$ cat config.mk
export PLATFORM = sky130hd
export DESIGN_NAME = exec_mem_stage_buffer
export DESIGN_NICKNAME = d
export VERILOG_FILES = /design/src/rtl/exec_mem_stage_buffer_pkg.sv /design/src/rtl/exec_mem_stage_buffer_skid.sv /design/src/rtl/exec_mem_stage_buffer.sv
export SDC_FILE = /design/constraint.sdc
export NUM_CORES = 1
export LEC_CHECK = 0
export CAP_MARGIN = 20
export CELL_PAD_IN_SITES_DETAIL_PLACEMENT = 1
export CELL_PAD_IN_SITES_GLOBAL_PLACEMENT = 1
export CORE_MARGIN = 10
export CORE_UTILIZATION = 40
export DETAILED_ROUTE_END_ITERATION = 8
export HOLD_SLACK_MARGIN = 0.06
export PLACE_DENSITY = 0.92
export SKIP_CTS_REPAIR_TIMING = 1
export SLEW_MARGIN = 20
export SYNTH_ARGS = -nofsm -noshare
export SYNTH_HDL_FRONTEND = slang
export SYNTH_SLANG_ARGS = --single-unit
export TNS_END_PERCENT = 50
$ cat constraint.sdc
create_clock -name CLK -period 3.3 [get_ports CLK]
set_input_delay 0.495 -clock CLK [delete_from_list [all_inputs] [get_ports CLK]]
set_output_delay 0.495 -clock CLK [all_outputs]
set_load 0.01 [all_outputs]
$ cat src/rtl/exec_mem_stage_buffer_pkg.sv
// Shared pipeline definitions for the stage buffers.
// Holds the default field widths, the packed bundle layout (bit offsets)
// and the buffer state encoding. The state encoding equals the occupancy.
package exec_mem_stage_buffer_pkg;

  localparam int unsigned PIPE_DATA_W   = 16;
  localparam int unsigned PIPE_ADDR_W   = 4;
  localparam int unsigned PIPE_BUNDLE_W = 2*PIPE_DATA_W + PIPE_ADDR_W + 2;

  // Bundle layout, LSB first: data_read, reg_write, c_addr, result, data_val
  localparam int unsigned OFF_DATA_READ = 0;
  localparam int unsigned OFF_REG_WRITE = 1;
  localparam int unsigned OFF_C_ADDR    = 2;

  function automatic int unsigned bundle_w(int unsigned dw, int unsigned aw);
    return 2*dw + aw + 2;
  endfunction

  function automatic int unsigned off_result(int unsigned aw);
    return OFF_C_ADDR + aw;
  endfunction

  function automatic int unsigned off_data_val(int unsigned dw, int unsigned aw);
    return OFF_C_ADDR + aw + dw;
  endfunction

  typedef enum logic [1:0] {
    ST_EMPTY = 2'd0,
    ST_ONE   = 2'd1,
    ST_FULL  = 2'd2
  } buf_state_e;

endpackage

$ cat src/rtl/exec_mem_stage_buffer_skid.sv
// stage_skid_buffer: generic 2-entry valid/ready pipeline register.
// Output is always driven from the main register; the skid register
// catches the one extra beat that arrives while downstream stalls.
// in_ready depends only on registered state (and RST), never on out_ready.
//
//   state    | meaning
//   ST_EMPTY | nothing buffered
//   ST_ONE   | main holds a beat, skid empty
//   ST_FULL  | main and skid both hold beats, upstream blocked
//
// Ports:
//   CLK        clock, state updates on the falling edge
//   RST        synchronous active-high reset
//   flush      drop all buffered beats and any beat presented this cycle
//   in_valid / in_ready / in_data     upstream handshake and payload
//   out_valid / out_ready / out_data  downstream handshake and payload
//   occupancy  number of buffered beats (0..2)
module stage_skid_buffer
  import exec_mem_stage_buffer_pkg::*;
#(
  parameter int unsigned W = PIPE_BUNDLE_W
) (
  input  logic         CLK,
  input  logic         RST,
  input  logic         flush,
  input  logic         in_valid,
  output logic         in_ready,
  input  logic [W-1:0] in_data,
  output logic         out_valid,
  input  logic         out_ready,
  output logic [W-1:0] out_data,
  output logic [1:0]   occupancy
);

  buf_state_e   state, state_nxt;
  logic [W-1:0] main_q, main_nxt;
  logic [W-1:0] skid_q, skid_nxt;
  logic         in_fire, out_fire;

  assign out_valid = (state != ST_EMPTY);
  assign in_ready  = (state != ST_FULL) & ~RST;
  assign in_fire   = in_valid & in_ready;
  assign out_fire  = out_valid & out_ready;
  assign out_data  = main_q;
  assign occupancy = state;

  always_ff @(negedge CLK) begin
    if (RST) begin
      state  <= ST_EMPTY;
      main_q <= '0;
      skid_q <= '0;
    end else begin
      state  <= state_nxt;
      main_q <= main_nxt;
      skid_q <= skid_nxt;
    end
  end

  always_comb begin
    state_nxt = state;
    main_nxt  = main_q;
    skid_nxt  = skid_q;
    if (flush) begin
      // data is kept so the outputs hold their last value
      state_nxt = ST_EMPTY;
    end else begin
      case (state)
        ST_EMPTY: begin
          if (in_fire) begin
            main_nxt  = in_data;
            state_nxt = ST_ONE;
          end
        end
        ST_ONE: begin
          if (in_fire && out_fire) begin
            main_nxt = in_data;
          end else if (out_fire) begin
            state_nxt = ST_EMPTY;
          end else if (in_fire) begin
            skid_nxt  = in_data;
            state_nxt = ST_FULL;
          end
        end
        ST_FULL: begin
          if (out_fire) begin
            main_nxt  = skid_q;
            state_nxt = ST_ONE;
          end
        end
        default: state_nxt = ST_EMPTY;
      endcase
    end
  end

endmodule

$ cat src/rtl/exec_mem_stage_buffer.sv
// exec_mem_stage_buffer: EX->MEM pipeline stage register.
// Packs the execute-stage fields into one bundle for the skid buffer,
// gates reg_write/data_read with out_valid so bubbles have no side effects,
// and counts stalled cycles in a saturating counter.
//
// Ports:
//   CLK, RST                       clock (falling-edge updates), sync reset
//   flush                          kill all buffered beats
//   in_valid, in_ready             upstream handshake
//   data_val_in, result_in, c_addr_in, reg_write_in, data_read_in  payload in
//   out_valid, out_ready           downstream handshake
//   data_val, result, c_addr, reg_write, data_read                 payload out
//   occupancy                      buffered beats (0..2)
//   stall_count                    cycles with out_valid=1 and out_ready=0
module exec_mem_stage_buffer
  import exec_mem_stage_buffer_pkg::*;
#(
  parameter int unsigned DATA_W  = PIPE_DATA_W,
  parameter int unsigned ADDR_W  = PIPE_ADDR_W,
  parameter int unsigned STALL_W = 16
) (
  input  logic               CLK,
  input  logic               RST,
  input  logic               flush,
  input  logic               in_valid,
  output logic               in_ready,
  input  logic [DATA_W-1:0]  data_val_in,
  input  logic [DATA_W-1:0]  result_in,
  input  logic [ADDR_W-1:0]  c_addr_in,
  input  logic               reg_write_in,
  input  logic               data_read_in,
  output logic               out_valid,
  input  logic               out_ready,
  output logic [DATA_W-1:0]  data_val,
  output logic [DATA_W-1:0]  result,
  output logic [ADDR_W-1:0]  c_addr,
  output logic               reg_write,
  output logic               data_read,
  output logic [1:0]         occupancy,
  output logic [STALL_W-1:0] stall_count
);

  localparam int unsigned BW      = bundle_w(DATA_W, ADDR_W);
  localparam int unsigned OFF_RES = off_result(ADDR_W);
  localparam int unsigned OFF_DV  = off_data_val(DATA_W, ADDR_W);

  logic [BW-1:0] in_bundle, out_bundle;

  assign in_bundle = {data_val_in, result_in, c_addr_in, reg_write_in, data_read_in};

  stage_skid_buffer #(.W(BW)) u_skid (
    .CLK       (CLK),
    .RST       (RST),
    .flush     (flush),
    .in_valid  (in_valid),
    .in_ready  (in_ready),
    .in_data   (in_bundle),
    .out_valid (out_valid),
    .out_ready (out_ready),
    .out_data  (out_bundle),
    .occupancy (occupancy)
  );

  assign data_val  = out_bundle[OFF_DV +: DATA_W];
  assign result    = out_bundle[OFF_RES +: DATA_W];
  assign c_addr    = out_bundle[OFF_C_ADDR +: ADDR_W];
  assign reg_write = out_bundle[OFF_REG_WRITE] & out_valid;
  assign data_read = out_bundle[OFF_DATA_READ] & out_valid;

  always_ff @(negedge CLK) begin
    if (RST) begin
      stall_count <= '0;
    end else if (out_valid && !out_ready && !flush && (stall_count != '1)) begin
      stall_count <= stall_count + 1'b1;
    end
  end

endmodule

Word level (Yosys, flattened, before mapping). Index checks and enable logic that the tools add are counted.

Logic and storage cells: 46. Input port bits: 43. Output and inout bits: 58. Flip-flop bits (word level): 94.

Add/subtract/negate cells: 1. Equality and inequality tests: 9. Reductions and logical operators: 13. Multiplexer cells: 10. Bitwise operators: 9.

Operator list (count): 2-to-1 mux 38 bit (3); one-hot mux 38 bit (3 select lines) (1); adder 16 x 1 -> 16 bit (second input constant) (1); inequality test 16 bit (second input constant) (1); 2-to-1 mux 2 bit (5); AND reduction 5 bit (2); inequality test 2 x 1 -> 1 bit (second input constant) (3); one-hot mux 2 bit (3 select lines) (1); bitwise AND 1 bit (5); logical AND 1 bit (4); inequality test 2 bit (second input constant) (2); inverter 1 bit (4); AND reduction 4 bit (1); inequality test 3 x 1 -> 1 bit (second input constant) (1); nonzero test 3 bit (1); equality test 2 x 1 -> 1 bit (second input constant) (1); equality test 2 bit (second input constant) (1); zero test 1 bit (2); zero test 2 bit (1); nonzero test 2 bit (1); OR reduction 2 bit (1).

Logic depth before layout (Yosys ltp).
Depth after elaboration: 7. Depth in mapped cells: 8. Depth with buffers taken out: 6.

Modules after synthesis. Synthesis repeated with hierarchy kept, for this count alone.

Cells, all modules: 453. Area, all modules: 4055.1 um2.

Modules (own cells, without submodules): stage_skid_buffer (sequential area each 1561.5 um2, cells each 354, area each 3169.3 um2, instances 1); exec_mem_stage_buffer (sequential area each 320.3 um2, cells each 99, area each 885.8 um2, instances 1).

==> results_dict.tcl <==
set metrics [dict create \
    status "complete, but fails checks" \
    violations "negative setup slack" \
    path_class "reg2out" \
    ys_types 37 \
    io_pins 101 \
    insertion_delay_ns 0.44 \
    endpoint_kind "primary output" \
    area_growth_pct 48.0 \
    synthArstFlopShare 0 \
    cts_tree "yes" \
    whs_ns 0.453 \
    grt_pass1_wl_um 22200 \
    vias 4187 \
    dieHeight_um 123 \
    fin_worst_skew_ns 0.0367 \
    reg2reg_from "u_skid.occupancy[1]" \
    synth_edf_count 0 \
    place.gp.congestion 0.816 \
    ir_drop_mv 0.243 \
    cts_root_buf "clkbuf_8" \
    r2r.worst_path.cells 9 \
    setup_viol 26 \
    drc 0 \
    p_leak_nw 3.38 \
    syn_nets 531 \
    final_util 0.608 \
    coreArea_um2 10400 \
    power_frac_seq 0.431 \
    dpl.hpwl_um 9110 \
    ctsLongestPathBuffers 2 \
    postSynthCellCount 487 \
    cp-start-kind "flop" \
    drv_slew 0 \
    drt-initial-drc-count 202 \
    final_nets 707 \
    fillers 1205 \
    synthFlopType "dfxtp_1" \
    regToRegEndpoint "u_skid.out_data[28]" \
    regToRegSetupSlack_ns 0.97 \
    grt_max_degree 43 \
    critPathMaxFanout 3 \
    drive_above_1_share 0.158 \
    grt_util_all_layers 0.184 \
    detail_route.first_pass.iterations 4 \
    timing.final.ws_setup_ns -0.147 \
    p_total_w 0.00276 \
    tightest_slew_ns 0.704 \
    routedWlPerCell_um 19.9 \
    min_path_type "reg2reg" \
    dpl.cell_count 686 \
    crit_arrival_ns 2.95 \
    synth_seq_cells 94 \
    initial_core_util 0.411 \
    grt_pass1_vias 4661 \
    die_w_um 123 \
    fp.dieArea_um2 15200 \
    antenna_found_initial 0 \
    swShare 0.345 \
    clkPwrFrac 0.463 \
    syn_area_per_cell_um2 8.74 \
    place_ws_ns -0.820 \
    cts-htree-levels 3 \
    synth.cell_area_um2 4260 \
    internal_power_w 0.00181 \
    viasPerCell 5.22 \
    n_antenna_cell 0 \
    required_ns 2.80 \
    pwr_density_cell_nw_per_um2 438 \
    clkTransAtPathRegs_ns 0.04 \
    worstHoldStart "u_skid.skid_q[3]" \
    max_slew_margin 0.530 \
    cts_inserted_buffers 9 \
    grt_overflow 0 \
    ant_nets 0 \
    power.switching_w 0.000951 \
    layout_commonest_cell "inv_1" \
    cap_violations 0 \
    yosys_warnings 0 \
    holdPathEnd "u_skid.skid_q[3]" \
    p_comb_frac 0.107 \
    io_buffers 100 \
    hold_viol_final 0 \
    final_cells 802 \
    yosysSeqAreaShare 0.442 \
    rsz0062_at_grt "yes" \
    critPathLaunch "u_skid.occupancy[0]" \
    final_cell_mix "inv_1, dfxtp_1, nand2_1" \
    clock_sinks 94 \
    rows 37 \
    whs_path_depth 2 \
    finalWirelength_um 15900 \
]
-- layer usage --
| metal | vias up | track usage | part of all wire |
|---|---|---|---|
| met2 | 118 | 0.327 | 0.54 |
| met3 | 38 | 0.0766 | 0.044 |
| li1 | 1965 | - | - |
| met4 | 0 | 0.112 | 0.028 |
| met1 | 2066 | 0.173 | 0.38 |
| met5 | - | 0 | 0 |
-- cell usage after synthesis, types with 2 or more instances --
cell type	count	area, µm²
a211oi_2	10	125
a21oi_1	42	210
inv_1	3	11.3
mux2i_1	39	390
nor2_1	59	221
buf_2	9	45.0
buf_1	3	11.3
dfxtp_1	94	1880
nor2b_1	3	18.8
nand2_1	84	315
buf_6	2	22.5
nand3_1	6	30.0
and3_1	2	12.5
clkbuf_1	16	60.1
and2_1	4	25.0
buf_4	40	300
nor4_1	3	18.8
xnor2_1	13	114
a211oi_1	35	263
nand4_1	3	18.8
-- through the flow --
step	instance area [µm²]	setup TNS (ns)
floorplan	4350	-2.19
detailed placement	5390	-51.45
global route	6300	-1.65
finish	6300	-0.743
CTS	5910	-26.50
global placement	5390	-42.52
-- worst max-delay path, cell delays in order (launching register included) --
cell and delay (ns):
dfxtp_2 0.32, or2_4 0.27, and2_1 0.17, clkbuf_2 0.13
-- final cells by class --
class	count	area [µm²]	share of cell area
clock inverter	99	400	0.0635
multi-input combinational	320	2090	0.332
timing repair buffer	142	1620	0.257
tap	136	170	0.0270
clock buffer	9	124	0.0197
sequential	94	1890	0.299
inverter	2	7.51	0.00119
-- worst max path at each step --
| stage | depth (start not counted) | end |
|---|---|---|
| after global routing | 3 | reg_write |
| final | 3 | reg_write |
| after global placement | 7 | u_skid.out_data[27] |
| after floorplan | 7 | u_skid.out_data[10] |
| after detailed placement | 7 | u_skid.out_data[14] |
| after CTS | 3 | data_read |
-- sequential cells by signal, indices dropped and copies added, names as in the netlist --
name              flops
u_skid.out_data      38
u_skid.skid_q        38
stall_count          16
u_skid.occupancy      2
-- power groups by stage --
stage	registers, W	logic [W]	clock network, W
after floorplan	0.00120	0.000148	0.000174
after global placement	0.00121	0.000251	0.000174
after detailed placement	0.00121	0.000262	0.000174
after CTS	0.00119	0.000267	0.00128
after global routing	0.00119	0.000315	0.00144
final	0.00119	0.000295	0.00128
-- cells by family after synthesis --
kind of cell	synth area share
simple gates	0.179
xor+xnor	0.0267
buf+inv	0.106
compound gates	0.149
fa+ha+maj	0.00294
flops	0.442
mux	0.0943
No activity file was read; power rests on OpenSTA's default activity.
==> patch 1 (same settings) <==
Reset style: asynchronous (`RST`), changed in 2 clocked blocks. Comments in the files are not updated.
--- a/src/rtl/exec_mem_stage_buffer_skid.sv
+++ b/src/rtl/exec_mem_stage_buffer_skid.sv
@@ -44,7 +44,7 @@
   assign out_data  = main_q;
   assign occupancy = state;
 
-  always_ff @(negedge CLK) begin
+  always_ff @(negedge CLK or posedge RST) begin
     if (RST) begin
       state  <= ST_EMPTY;
       main_q <= '0;
--- a/src/rtl/exec_mem_stage_buffer.sv
+++ b/src/rtl/exec_mem_stage_buffer.sv
@@ -67,7 +67,7 @@
   assign reg_write = out_bundle[OFF_REG_WRITE] & out_valid;
   assign data_read = out_bundle[OFF_DATA_READ] & out_valid;
 
-  always_ff @(negedge CLK) begin
+  always_ff @(negedge CLK or posedge RST) begin
     if (RST) begin
       stall_count <= '0;
     end else if (out_valid && !out_ready && !flush && (stall_count != '1)) begin
Behaviour: differs if RST is asserted again (counterexample within 4 cycles, from zero or initial values and one cycle with RST high); with RST held inactive, the same outputs for 4 cycles.
==> patch 1 against the unedited design <==
- the flow still finishes with violations (setup timing)
- design area is 1.8% lower
- register-to-register slack better by 0.18 ns
- setup slack better by 0.0083 ns
- non-clock buffer count is 7 higher
- sequential cell count stayed put
- area after synthesis is 2.5% higher
- routed wire length is 13% lower
- first-iteration DRC count is 2.0% lower
- synthesized cell count is 14% lower
- critical endpoint unchanged
Power is not compared: it rests on default switching activity, and its combinational part moved more than twofold at a synthesized area within 25%.
==> patch 1: results (changes against the unedited design) <==
| Metric | Value |
|---|---|
| Status | finished, violations left (unchanged) |
| Failing checks | setup timing (unchanged) |
| WL met1 | 5.427 mm (was 6.104 mm) |
| Met3 usage in global routing | 0.03745 (was 0.07657) |
| Synth cell count leaders | dfrtn_1 (94), nand2_1 (82), nor2_1 (43) (was dfxtp_1 (94), nand2_1 (84), nor2_1 (59)) |
| #MultiIn Comb | 265 (was 320) |
| GP Congestion | 0.7730 (was 0.8158) |
| Critical path arrival | 2.94 ns (was 2.95 ns) |
| Vias in the first global route | 3,831 (was 4,661) |
| Post-DP HPWL | 8.919 mm (was 9.105 mm) |
| First-pass GRT wire length | 20.41 mm (was 22.25 mm) |
| Non-Filler Instances | 666 (was 802) |
| Cells after Synth | 419 (was 487) |
| Filler cells | 1,136 (was 1,205) |
| Final setup viols | 11 (was 26) |
| Area after DPL | 5485 um^2 (was 5393 um^2) |
| Via count | 3,475 (was 4,187) |
| Total placed cells including tap cells | 632 (was 686) |
| Met3 routed WL | 562 um (was 708 um) |
| Worst path slowest cell | dfrtn_1 (was dfxtp_2) |
| Setup WS post-layout | -0.1386 ns (was -0.1469 ns) |
| Clock-cell share of area | 0.03824 (was 0.08320) |
| Layout cell share with drive strength beyond 1 | 0.2414 (was 0.1577) |
| Netlist cell types | 33 (was 37) |
| Clk_skew | 0.008380 ns (was 0.03675 ns) |
| Clock-pin slew on the worst setup and hold paths | 0.06 ns (was 0.04 ns) |
| Worst-margin pin slew | 0.8443 ns (was 0.7043 ns) |
| Overall Global Routing Usage | 0.1594 (was 0.1837) |
[patch 1: cell families (layout without fill, tap and decap cells)]
| family | Yosys count | after routing | share of synthesized area |
|---|---|---|---|
| compound gates | 41 | 41 | 0.06252 |
| mux | 40 | 40 | 0.1030 |
| flops | 94 | 94 | 0.5391 |
| fa+ha+maj | 1 | 1 | 0.002867 |
| simple gates | 168 | 168 | 0.1741 |
| xor+xnor | 15 | 15 | 0.03011 |
| buf+inv | 60 | 167 | 0.08833 |
[patch 1: path summary, 6_finish.rpt]
path	cells after the start	to	start	slack (ns)
max	3	reg_write	u_skid.occupancy[1]	-0.14
min	1	u_skid.skid_q[23]	u_skid.skid_q[23]	0.45
max reg2reg	7	u_skid.out_data[13]	u_skid.occupancy[0]	1.15
min reg2reg	1	u_skid.skid_q[23]	u_skid.skid_q[23]	0.45
max in group asynchronous	4	stall_count[10]	RST	1.00
min in group asynchronous	3	u_skid.out_data[31]	RST	1.78
==> patch 2 (config.mk and constraints unchanged) <==
Without the edit above. The package constant `PIPE_DATA_W` goes from 16 to 32.
--- a/src/rtl/exec_mem_stage_buffer_pkg.sv
+++ b/src/rtl/exec_mem_stage_buffer_pkg.sv
@@ -3,7 +3,7 @@
 // and the buffer state encoding. The state encoding equals the occupancy.
 package exec_mem_stage_buffer_pkg;
 
-  localparam int unsigned PIPE_DATA_W   = 16;
+  localparam int unsigned PIPE_DATA_W   = 32;
   localparam int unsigned PIPE_ADDR_W   = 4;
   localparam int unsigned PIPE_BUNDLE_W = 2*PIPE_DATA_W + PIPE_ADDR_W + 2;
 
Ports: changed (resized data_val, data_val_in, result and result_in); port bits go from 101 to 165. The function was not compared with the original's and may differ.
==> patch 2 against the unedited design <==
- the run still ends with setup timing left
- power grew 100%
- routed wire length up 79%
- via count increased by 81%
- setup slack worse by 0.059 ns
- combinational power up 56%
- sequential cell count increased by 64
- area after synthesis rose by 73%
- design area up 68%
==> patch 2: results (changes against the unedited design) <==
| Metric | Value |
|---|---|
| Initial antenna violation count | 1 (was 0) |
| Met1 Track Usage GR | 0.2186 (was 0.1729) |
| XOR/XNOR Fraction of Synth Area | 0.001192 (was 0.02674) |
| Crit path max fanout | 4 (was 3) |
| Final net count | 1,150 (was 707) |
| Drt total wl | 28.49 mm (was 15.94 mm) |
| Cell class contributing the biggest share of worst-path delay | flip-flops (was simple AND/OR/NAND/NOR gates) |
| Worst VDD drop | 385.2 uV (was 242.5 uV) |
| Setup WS post-layout | -0.2060 ns (was -0.1469 ns) |
| Final setup viols | 4 (was 26) |
| Clk root buf | clkbuf_16 (was clkbuf_8) |
| Drt via density | 5.758 (was 5.221) |
| Layout cell share with drive strength beyond 1 | 0.1096 (was 0.1577) |
| Failing checks | setup timing (unchanged) |
| DRT iter0 DRCs | 402 (was 202) |
| P_leak | 5.754 nW (was 3.382 nW) |
| DP Worst Slack | -0.7158 ns (was -0.8196 ns) |
| Synth cell count leaders | dfxtp_1 (158), nand2_1 (148), a21oi_1 (80) (was dfxtp_1 (94), nand2_1 (84), nor2_1 (59)) |
| Overall Global Routing Usage | 0.2089 (was 0.1837) |
| Critical path arrival | 3.01 ns (was 2.95 ns) |
| Status | finished, violations left (unchanged) |
| Headroom to the max-slew limit | 0.3609 (was 0.5305) |
| Clock Latency Late Sink | 0.49 ns (was 0.44 ns) |
| Post-DP HPWL | 15.73 mm (was 9.105 mm) |
| DR pass1 iterations | 6 (was 4) |
patch 2: area by class of cell:
class,instances,area [um^2]
fill,2054,7413
multi-input combinational,514,3442
sequential,158,3171
timing repair buffer,219,2456
clock inverter,172,805.8
clock buffer,17,425.4
tap,229,286.5
inverter,6,22.52
antenna,1,2.502
patch 2: layer usage:
metal / share of wire / vias up
met2: 0.53 / 253
met4: 0.024 / 0
met3: 0.053 / 55
li1: - / 3477
met1: 0.39 / 3792
met5: 0 / -
patch 2: kinds of logic (layout without fill, tap and decap cells):
group | Yosys count | after routing
muxes | 72 | 72
DFF | 158 | 158
xor gates and xnor gates | 1 | 1
buffers and inverters | 157 | 414
AOI/OAI and AO/OA | 242 | 243
other | 0 | 1
and+or+nand+nor | 197 | 197
adders and majority gates | 1 | 1
patch 2: through the flow:
step / cell area (um^2) / cells
after floorplan: 7425 / 828
after global placement: 8934 / 1120
after detailed placement: 8934 / 1120
after CTS: 10160 / 1308
after global routing: 10610 / 1316
final: 10610 / 1316
patch 2: path summary, 6_finish.rpt:
| path | endpoint | slack (ns) | cells past startpoint |
|---|---|---|---|
| max reg2reg | u_skid.out_data[2] | 0.81 | 6 |
| min reg2reg | u_skid.skid_q[16] | 0.45 | 2 |
| max | in_ready | -0.21 | 4 |
| min | u_skid.skid_q[16] | 0.45 | 2 |
patch 2: power by group through the flow:
stage | Sequential (mW) | Clock (mW) | Combinational (mW)
after floorplan | 2.00 | 0.291 | 0.228
after global placement | 2.00 | 0.291 | 0.410
after detailed placement | 2.01 | 0.291 | 0.420
after CTS | 1.98 | 3.12 | 0.429
after global routing | 1.98 | 3.38 | 0.491
final | 1.98 | 3.09 | 0.461
patch 2: worst min-delay path, cell delays in order, from the launching register on:
cell and delay [ns]:
dfxtp_1 0.29, nand2_1 0.05, a21oi_1 0.05
